$ cat src/rtl/mem_arbiter.sv
// Two-port (fetch / load-store) arbiter for a word-wide byte memory.
// Sub-word stores are sequenced as read-modify-write through the MERGE state.
module mem_arbiter #(
  parameter bit PRIORITY = 1'b0
) (
  input  logic            clk,
  input  logic            rst,
  input  logic            i_req,
  input  logic [31:0]     i_addr,
  output logic            i_ack,
  output logic [0:3][7:0] i_rdata,
  input  logic            d_req,
  input  logic [31:0]     d_addr,
  input  logic            d_we,
  input  logic [3:0]      d_be,
  input  logic [0:3][7:0] d_wdata,
  output logic            d_ack,
  output logic [0:3][7:0] d_rdata,
  output logic [31:0]     mem_addr,
  output logic            mem_we,
  output logic [0:3][7:0] mem_wdata,
  input  logic [0:3][7:0] mem_rdata
);

  typedef enum logic [1:0] {IDLE, ACCESS, MERGE, RESP} state_t;

  state_t          state;
  logic            gnt_d;
  logic            last_d;
  logic            we_q;
  logic [3:0]      be_q;
  logic [0:3][7:0] wdata_q;
  logic [0:3][7:0] merged;
  logic            pick_d;

  // D wins when alone, when ties are fixed-priority, or when I was granted last.
  always_comb begin
    pick_d = d_req && (!i_req || PRIORITY || !last_d);
  end

  always_ff @(posedge clk) begin
    if (rst) begin
      state    <= IDLE;
      gnt_d    <= 1'b0;
      last_d   <= 1'b1;
      we_q     <= 1'b0;
      be_q     <= '0;
      wdata_q  <= '0;
      mem_addr <= '0;
      mem_we   <= 1'b0;
      i_ack    <= 1'b0;
      d_ack    <= 1'b0;
    end else begin
      case (state)
        IDLE: begin
          if (i_req || d_req) begin
            gnt_d  <= pick_d;
            last_d <= pick_d;
            if (pick_d) begin
              mem_addr <= d_addr;
              we_q     <= d_we;
              be_q     <= d_be;
              wdata_q  <= d_wdata;
              mem_we   <= d_we && (d_be == 4'hF);
            end else begin
              mem_addr <= i_addr;
              we_q     <= 1'b0;
              be_q     <= '0;
              wdata_q  <= '0;
              mem_we   <= 1'b0;
            end
            state <= ACCESS;
          end
        end
        ACCESS: begin
          if (we_q && (be_q != 4'h0) && (be_q != 4'hF)) begin
            mem_we <= 1'b1;
            state  <= MERGE;
          end else begin
            mem_we <= 1'b0;
            i_ack  <= !gnt_d;
            d_ack  <= gnt_d;
            state  <= RESP;
          end
        end
        MERGE: begin
          mem_we <= 1'b0;
          i_ack  <= !gnt_d;
          d_ack  <= gnt_d;
          state  <= RESP;
        end
        RESP: begin
          i_ack <= 1'b0;
          d_ack <= 1'b0;
          state <= IDLE;
        end
        default: state <= IDLE;
      endcase
    end
  end

  // Read data arrives one cycle after the address, so merge and response
  // data are taken combinationally from mem_rdata in MERGE/RESP.
  always_comb begin
    merged = '0;
    for (int unsigned k = 0; k < 4; k++) begin
      merged[k] = be_q[k] ? wdata_q[k] : mem_rdata[k];
    end
  end

  always_comb begin
    mem_wdata = '0;
    if (mem_we) begin
      mem_wdata = (state == MERGE) ? merged : wdata_q;
    end
  end

  always_comb begin
    i_rdata = i_ack ? mem_rdata : '0;
    d_rdata = (d_ack && !we_q) ? mem_rdata : '0;
  end

endmodule

$ cat config.mk
export PLATFORM = sky130hd
export DESIGN_NAME = mem_arbiter
export DESIGN_NICKNAME = d
export VERILOG_FILES = /design/src/rtl/mem_arbiter.sv
export SDC_FILE = /design/constraint.sdc
export NUM_CORES = 1
export LEC_CHECK = 0
export BUFFER_PORTS_ARGS = -buffer_cell sky130_fd_sc_hd__buf_2
export CAP_MARGIN = 30
export CORE_AREA = 2 2 105 107
export DETAILED_ROUTE_END_ITERATION = 10
export DIE_AREA = 0 0 107 109
export PLACE_DENSITY = 0.77
export SLEW_MARGIN = 25
export SYNTH_ARGS = -nofsm -noshare
export SYNTH_HDL_FRONTEND = slang
export SYNTH_SLANG_ARGS = --single-unit
$ cat constraint.sdc
create_clock -name clk -period 2.1 [get_ports clk]
set_input_delay 0.105 -clock clk [delete_from_list [all_inputs] [get_ports clk]]
set_output_delay 0.105 -clock clk [all_outputs]
set_load 0.005 [all_outputs]
# Yosys cells after proc, flatten, opt, wreduce, memory -nomap -nowiden
# Index checks and enable logic that the tools add are counted.
[word_totals]
ram_bits = 0
output_inout_bits = 131
latch_bits = 0
input_bits = 137
register_bits = 76
mem_count = 0
mem_bits_ro = 0
[classes]
addsub = 0
n_shift = 0
n_reduce_logical = 18
multipliers = 0
div_mod_pow = 0
n_mux = 23
bitwise_logic = 0
n_lt_le_gt_ge = 0
eq_ne = 7
[ops]
columns = ["op", "n"]
rows = [
  ["32-bit two-way mux", 6],
  ["8-bit two-way mux", 4],
  ["1-bit one-hot mux with 3 select lines", 3],
  ["2-bit one-hot mux with 4 select lines", 1],
  ["1-bit two-way mux", 7],
  ["2-bit AND reduction", 3],
  ["3-bit nonzero test", 2],
  ["1-bit logical AND", 5],
  ["2-bit equality test, second input constant", 2],
  ["4-bit equality test, second input constant", 1],
  ["1-bit logical NOT", 4],
  ["4-bit two-way mux", 1],
  ["2-bit inequality test, second input constant", 2],
  ["4-bit inequality test, second input constant", 1],
  ["4-bit nonzero test", 1],
  ["2-bit by 1-bit equality test with 1-bit output, second input constant", 1],
  ["2-bit logical NOT", 1],
  ["1-bit logical OR", 2],
  ["2-bit two-way mux", 1],
]

# Depth between registers and ports, before layout
# Gate-level depths: netlist of run 1.
[logic_depth]
ltp_word = 6
depth_mapped = 7

# Least setup slack after synthesis of run 1
# Ideal clock, no wire load.
[synth_path]
path_kind = "register to register"
from = "register state[0]"
to = "register state[0]"
setup_ns = 0.119
slack_ns = 0.481
arrival_ns = 1.500
synth_period_minus_slack_ns = 1.619
stages_incl_launch_ff = 7
n_path_buf = 1
cell_sequence = "dfxtp_1 -> inv_1 -> ha_1 -> or3b_1 -> buf_2 -> o21a_1 -> o221a_2"
[synth_between]
elab_chain_len = 2
word_cells_on_any_way = 6
classes_between = "4 x eq/ne; 1 x mux; 1 x reduce/logical"
[synth_lines]
columns = ["element", "line", "rtl"]
rows = [
  ["from (decl)", "27", "state_t state;"],
  ["from (signal assigned)", "43", "state <= IDLE;"],
  ["from (signal assigned)", "72", "state <= ACCESS;"],
  ["from (signal assigned)", "78", "state <= MERGE;"],
  ["2-bit equality test (tied with other cells)", "54", "case (state)"],
  ["2-bit one-hot mux with 4 select lines / 2-bit inequality test (equally long branches)", "--", ""],
]
# Parallel ways exist; a longest one is shown, timed or not.
# A chain may end at the register's enable or synchronous reset.

==> reports/metrics.yaml, run 1 <==
drt:
  vias: 4449
  wl_per_cell_um: 13.42
  post-route-drc-count: 0
  final_antenna_net_count: 0
  vias_per_cell: 4.873
  drt-initial-drc-count: 129
  wirelength_mm: 12.25
  drtPass1Iterations: 5
yosys:
  synth_seq_area_share_pct: 36.23
  syn_nets: 644
  synth_cells: 502
  synth_ff_type: "dfxtp_1"
  synth_warnings: 0
  ys_async_sr_fraction_pct: 0
  ys_types: 33
  synth-seq-cells: 76
  avgSynthCellArea_um2: 8.365
  synth_edf_count: 0
  syn_area_mm2: 0.004199
cells_and_area:
  mostFrequentLayoutCell: "buf_2"
  utilization_pct: 57.12
  area_growth_pct: 44.22
  drive_above_1_share_pct: 39.84
  final_cell_mix: "buf_2 (267), dfxtp_1 (75), and2_1 (66), mux2i_1 (66), nand2_1 (41)"
  n_antenna_cell: 0
  nFillCells: 1015
  nets: 911
  final_area_mm2: 0.006056
cts:
  clk_pin_slew_ns: 0.08
  h-tree-depth: 3
  cts_tree: "yes"
  ctsRootBufferMaster: "clkbuf_8"
  cts-buffers-inserted: 9
  clock_path_buffers: 2
  post_cts_buffers: 0
  insertion_delay_ns: 0.34
  clock_sinks: 76
timing:
  min_period_ns: 1.975
  finalMaxSlewViolations: 0
  period_share_pct: 94.06
  fmax_ghz: 0.5062
  hold_violations: 0
  setup_tns_ns: 0
  finClkSkew_ns: 0.01058
  setup_violations: 0
  maxSlewHeadroom_pct: 59.52
  rsz0062_at_grt: "no"
  worst_pin_slew_ns: 0.6073
global_routing:
  grt_overflow: 0
  grt_usage_pct: 20.37
  first_global_vias: 4032
  grt_pass1_wl_mm: 18.80
  antenna_found_initial: 0
  grt_start_max_net_pins: 65
setup_path:
  critPathArrivalTime_ns: 1.87
  crit_slowest_cell: "dfxtp_2"
  reg2reg_slack_ns: 0.35
  critPathMaxFanout: 8
  cp_slowest_stage_delay_ns: 0.35
  start_kind: "flop"
  crit_top_cell: "nor2b_1"
  path_class: "reg -> out"
  required_ns: 2.00
  end_kind: "output port"
  path_cells: "inv_1 -> ha_1 -> nor2b_1 -> buf_4 -> mux2i_1 -> nor2b_1 -> buf_2"
placement:
  gp_congestion: 0.7814
  port_buffers: 267
  post_dp_cell_area_mm2: 0.005634
  place_hpwl_mm: 9.253
die:
  io_pins: 268
  die_h_um: 109
  dieArea_mm2: 0.01166
  dieWidth_um: 107
  initial_core_util_pct: 39.60
  coreArea_mm2: 0.01060
  placementRows: 38
power:
  comb_power_share_pct: 49.4
  internal_power_mw: 3.851
  p_switching_mw: 2.396
  ir_drop_mv: 0.5765
  p_clk_share_pct: 17.5
  seq_power_share_pct: 33.1
  power_density_mw_per_mm2: 1032
  swShare_pct: 38.36
  total_leakage_power_nw: 2.880
hold_path:
  worstHoldPathType: "in -> reg"
run_status:
  status: "completed"
run:
  maxCapViolations: 0
[logic make-up after synthesis]
group           after synthesis  share of synthesized area, %
flops                        76                         36.23
buf+inv                      49                         5.483
fa+ha+maj                     5                         1.490
compound gates               80                         12.43
mux                          67                         16.00
simple gates                225                         28.37
[timing repair]
action / 4_1_cts / 5_1_grt
endpoints found under the hold margin: 20 / 0
hold buffers: 20 / 0
endpoints found under the setup margin: 0 / 8
gates resized for setup: 0 / 2
[power by group through the flow]
stage	Sequential, mW	Combinational (mW)	Clock [mW]
CTS	2.07	3.03	1.13
global route	2.11	3.41	1.19
finish	2.07	3.09	1.09
detailed placement	2.09	3.00	0
global placement	2.09	2.95	0
floorplan	2.06	2.00	0
[final cells by class]
class,instances,area (µm²),share of cell area (%)
Clock buffer,11,141.4,2.335
Clock inverter,4,50.05,0.8264
Inverter,4,15.01,0.2479
Multi-Input combinational cell,377,2477,40.91
Sequential cell,76,1523,25.14
Tap cell,140,175.2,2.893
Timing Repair Buffer,301,1674,27.64
[per-layer routing]
layer	up-vias	part of all wire (%)	GRT usage [%]
met3	23	7.3	4.065
met1	1984	40	22.16
li1	2246	-	-
met2	196	51	37.99
met4	0	2.3	9.462
met5	-	0	0
[flip-flops by register name, indices dropped and copies added (netlist names)]
name	count
we_q	1
be_q	4
wdata_q	32
mem_addr	32
gnt_d	1
mem_we	1
i_ack	1
d_ack	1
last_d	1
state	2
[final timing paths]
kind	startpoint	endpoint	cells past startpoint
setup / recovery	state[0]	mem_wdata[13]	7
hold / removal	d_wdata[0]	wdata_q[0]	3
setup reg to reg	state[1]	mem_addr[27]	7
hold reg to reg	wdata_q[13]	wdata_q[13]	2
[through the flow]
step                setup slack [ns]  instances  hold slack (ns)  power [mW]
floorplan                     0.4814        502           0.2525       4.056
global placement              0.4553        877           0.3598       5.032
detailed placement            0.3416        877           0.3645       5.088
CTS                          0.04284        912       0.00008810       6.228
global route                 0.03713        913         0.004198       6.713
finish                        0.1247        913          0.01475       6.248
[Yosys cell counts, types with 16 or more instances]
cell type | count | share of area [%]
buf_2 | 16 | 1.9
clkbuf_1 | 20 | 1.8
and2_1 | 66 | 9.8
dfxtp_1 | 76 | 36
nand3_1 | 37 | 4.4
a21oi_1 | 40 | 4.8
nand2_1 | 41 | 3.7
nor2b_1 | 37 | 5.5
nor2_1 | 33 | 2.9
a211oi_1 | 32 | 5.7
mux2i_1 | 66 | 16
[worst max-delay path: cells and delay by family, from the launching register on]
family	cells	cell delay (ns)
muxes	1	0.30
adders and majority gates	1	0.21
DFF	1	0.35
and+or+nand+nor	2	0.22
buffers and inverters	3	0.44
Note: power is estimated with default switching activity, not from simulation.
==> run 2, diff against run 1 <==
--- a/config.mk
+++ b/config.mk
@@ -5,7 +5,7 @@
 export SDC_FILE = /design/constraint.sdc
 export NUM_CORES = 1
 export LEC_CHECK = 0
-export BUFFER_PORTS_ARGS = -buffer_cell sky130_fd_sc_hd__buf_2
+export BUFFER_PORTS_ARGS = -buffer_cell sky130_fd_sc_hd__clkbuf_2
 export CAP_MARGIN = 30
 export CORE_AREA = 2 2 105 107
 export DETAILED_ROUTE_END_ITERATION = 10
==> constraint.sdc (replaced) <==
create_clock -name clk -period 2.1 [get_ports clk]
set_input_delay 0.63 -clock clk [delete_from_list [all_inputs] [get_ports clk]]
set_output_delay 0.63 -clock clk [all_outputs]
set_load 0.005 [all_outputs]
==> reports/metrics.yaml, run 2 (same netlist as run 1, synthesis figures left out) <==
setup_path:
  crit_slowest_cell: "dfxtp_2"  # unchanged
  critPathTopFamily: "buffers and inverters"  # unchanged
  critPathArrivalTime_ns: 1.59  # was 1.87 ns
  critPathMaxFanout: 8  # unchanged
  end_kind: "output port"  # unchanged
  required_ns: 1.47  # was 2.00 ns
  cp.buffers_inverters: 3  # unchanged
  path_cells: "inv_2 -> ha_4 -> nor2b_4 -> buf_8 -> mux2i_4 -> nor2b_1 -> clkbuf_2"  # was inv_1 -> ha_1 -> nor2b_1 -> buf_4 -> mux2i_1 -> nor2b_1 -> buf_2
  path_class: "reg -> out"  # unchanged
  cp_slowest_stage_delay_ns: 0.33  # was 0.35 ns
  start_kind: "flop"  # unchanged
  path_depth: 7  # unchanged
  worst_r2r_path_depth: 6  # was 7
die:
  dieWidth_um: 107  # unchanged
  initial_core_util_pct: 39.60  # unchanged
  dieArea_mm2: 0.01166  # unchanged
  placementRows: 38  # unchanged
  coreArea_mm2: 0.01060  # unchanged
  die_h_um: 109  # unchanged
  io_pins: 268  # unchanged
timing:
  period_share_pct: 105.9  # was 94.06%
  maxSlewHeadroom_pct: 73.81  # was 59.52%
  final.setup.worst_slack_ns: -0.1246  # was 0.1247 ns
  setup_violations: 32  # was 0
  hold_violations: 0  # unchanged
  setup_tns_ns: -2.334  # was 0 ns
  finClkSkew_ns: 0.004658  # was 0.01058 ns
  min_period_ns: 2.225  # was 1.975 ns
  fmax_ghz: 0.4495  # was 0.5062 GHz
  worst_pin_slew_ns: 0.3929  # was 0.6073 ns
  finalMaxSlewViolations: 0  # unchanged
  rsz0062_at_grt: "yes"  # was no
global_routing:
  grt_start_max_net_pins: 65  # unchanged
  grt_usage_pct: 19.99  # was 20.37%
  antenna_found_initial: 0  # unchanged
  first_global_vias: 3999  # was 4032
  grt_pass1_wl_mm: 18.56  # was 18.80 mm
  grt_overflow: 0  # unchanged
cells_and_area:
  n_antenna_cell: 0  # unchanged
  nets: 897  # was 911
  mostFrequentLayoutCell: "clkbuf_2"  # was buf_2
  reg_top3: "mem_addr x32, wdata_q x32, be_q x4"  # unchanged
  final_cell_mix: "clkbuf_2 (267), dfxtp_1 (74), and2_1 (66), mux2i_1 (61), nand2_1 (41)"  # was buf_2 (267), dfxtp_1 (75), and2_1 (66), mux2i_1 (66), nand2_1 (41)
  area_growth_pct: 42.79  # was 44.22%
  drive_above_1_share_pct: 42.69  # was 39.84%
  layoutNonFillerInstCount: 899  # was 913
  final_area_mm2: 0.005996  # was 0.006056 mm²
drt:
  drtPass1Iterations: 4  # was 5
  vias_per_cell: 4.834  # was 4.873
  post-route-drc-count: 0  # unchanged
  drt-initial-drc-count: 112  # was 129
  final_antenna_net_count: 0  # unchanged
  wirelength_mm: 12.09  # was 12.25 mm
  vias: 4346  # was 4449
  wl_per_cell_um: 13.45  # was 13.42 µm
power:
  ir_drop_mv: 0.5814  # was 0.5765 mV
  total_leakage_power_nw: 2.774  # was 2.880 nW
  power_density_mw_per_mm2: 1054  # was 1032 mW/mm²
  total_power_mw: 6.320  # was 6.248 mW
run_status:
  status: "complete, but fails checks"  # was completed
  violations: "negative setup slack"
placement:
  post_dp_cell_area_mm2: 0.005712  # was 0.005634 mm²
  gp_congestion: 0.7808  # was 0.7814
  place_inst: 884  # was 877
  place_hpwl_mm: 9.394  # was 9.253 mm
  port_buffers: 267  # unchanged
  place_ws_ns: 0.08671  # was 0.3416 ns
cts:
  clock_path_buffers: 2  # unchanged
  clk_pin_slew_ns: 0.07  # was 0.08 ns
  cts_tree: "yes"  # unchanged
  ctsRootBufferMaster: "clkbuf_8"  # unchanged
  cts-buffers-inserted: 9  # unchanged
  h-tree-depth: 3  # unchanged
  post_cts_buffers: 0  # unchanged
  insertion_delay_ns: 0.33  # was 0.34 ns
  clock_sinks: 76  # unchanged
run:
  maxCapViolations: 0  # unchanged
hold_path:
  worstHoldPathType: "reg -> reg"  # was in -> reg
  whs_path_depth: 2  # was 3
[run 2: path summary, 6_finish.rpt]
path | to | slack (ns) | startpoint
min reg2reg | wdata_q[5] | 0.45 | wdata_q[5]
min | wdata_q[5] | 0.45 | wdata_q[5]
max reg2reg | state[0] | 0.31 | state[1]
max | mem_wdata[18] | -0.12 | state[0]
[run 2: worst min-delay path: stages (launching register included)]
cell and delay [ns]:
dfxtp_1 0.31, nand2_1 0.05, a21oi_1 0.05
[run 2: layout make-up]
type	instances	area, µm²
clock buffers	13	158.9
clock inverters	2	10.01
fillers	1010	4607
inverters	4	15.01
multi-input cells	377	2559
flip-flops and latches	76	1524
well taps	140	175.2
repair buffers	287	1554
[run 2: per-stage QoR]
| stage | util, % | hold WS [ns] |
|---|---|---|
| finish | 56.55 | 0.4541 |
| global route | 56.55 | 0.4726 |
| CTS | 56.31 | 0.4569 |
| detailed placement | 53.87 | 0.4465 |
| global placement | 53.87 | 0.4418 |
| floorplan | - | 0.4357 |
[run 2: where the power goes]
| group | switching [mW] | internal [mW] | leakage (nW) | total (mW) |
|---|---|---|---|---|
| Combinational | 1.73 | 1.57 | 2.06 | 3.31 |
| Sequential | 0.214 | 1.82 | 0.625 | 2.03 |
| Clock | 0.496 | 0.485 | 0.0893 | 0.981 |
| Total | 2.44 | 3.88 | 2.77 | 6.32 |
[run 2: metal layers]
metal / track usage, % / wire, µm
met2: 38.90 / 6300
met1: 21.59 / 4819
met4: 6.401 / 126
met5: 0 / 0
met3: 4.005 / 840
[run 2: what timing repair did]
item / CTS / global route
resized for setup: 22 / 6
setup endpoints to repair: 32 / 64
pin swaps: 1 / 0
hold buffers: 0 / 0
gates cloned: 0 / 0
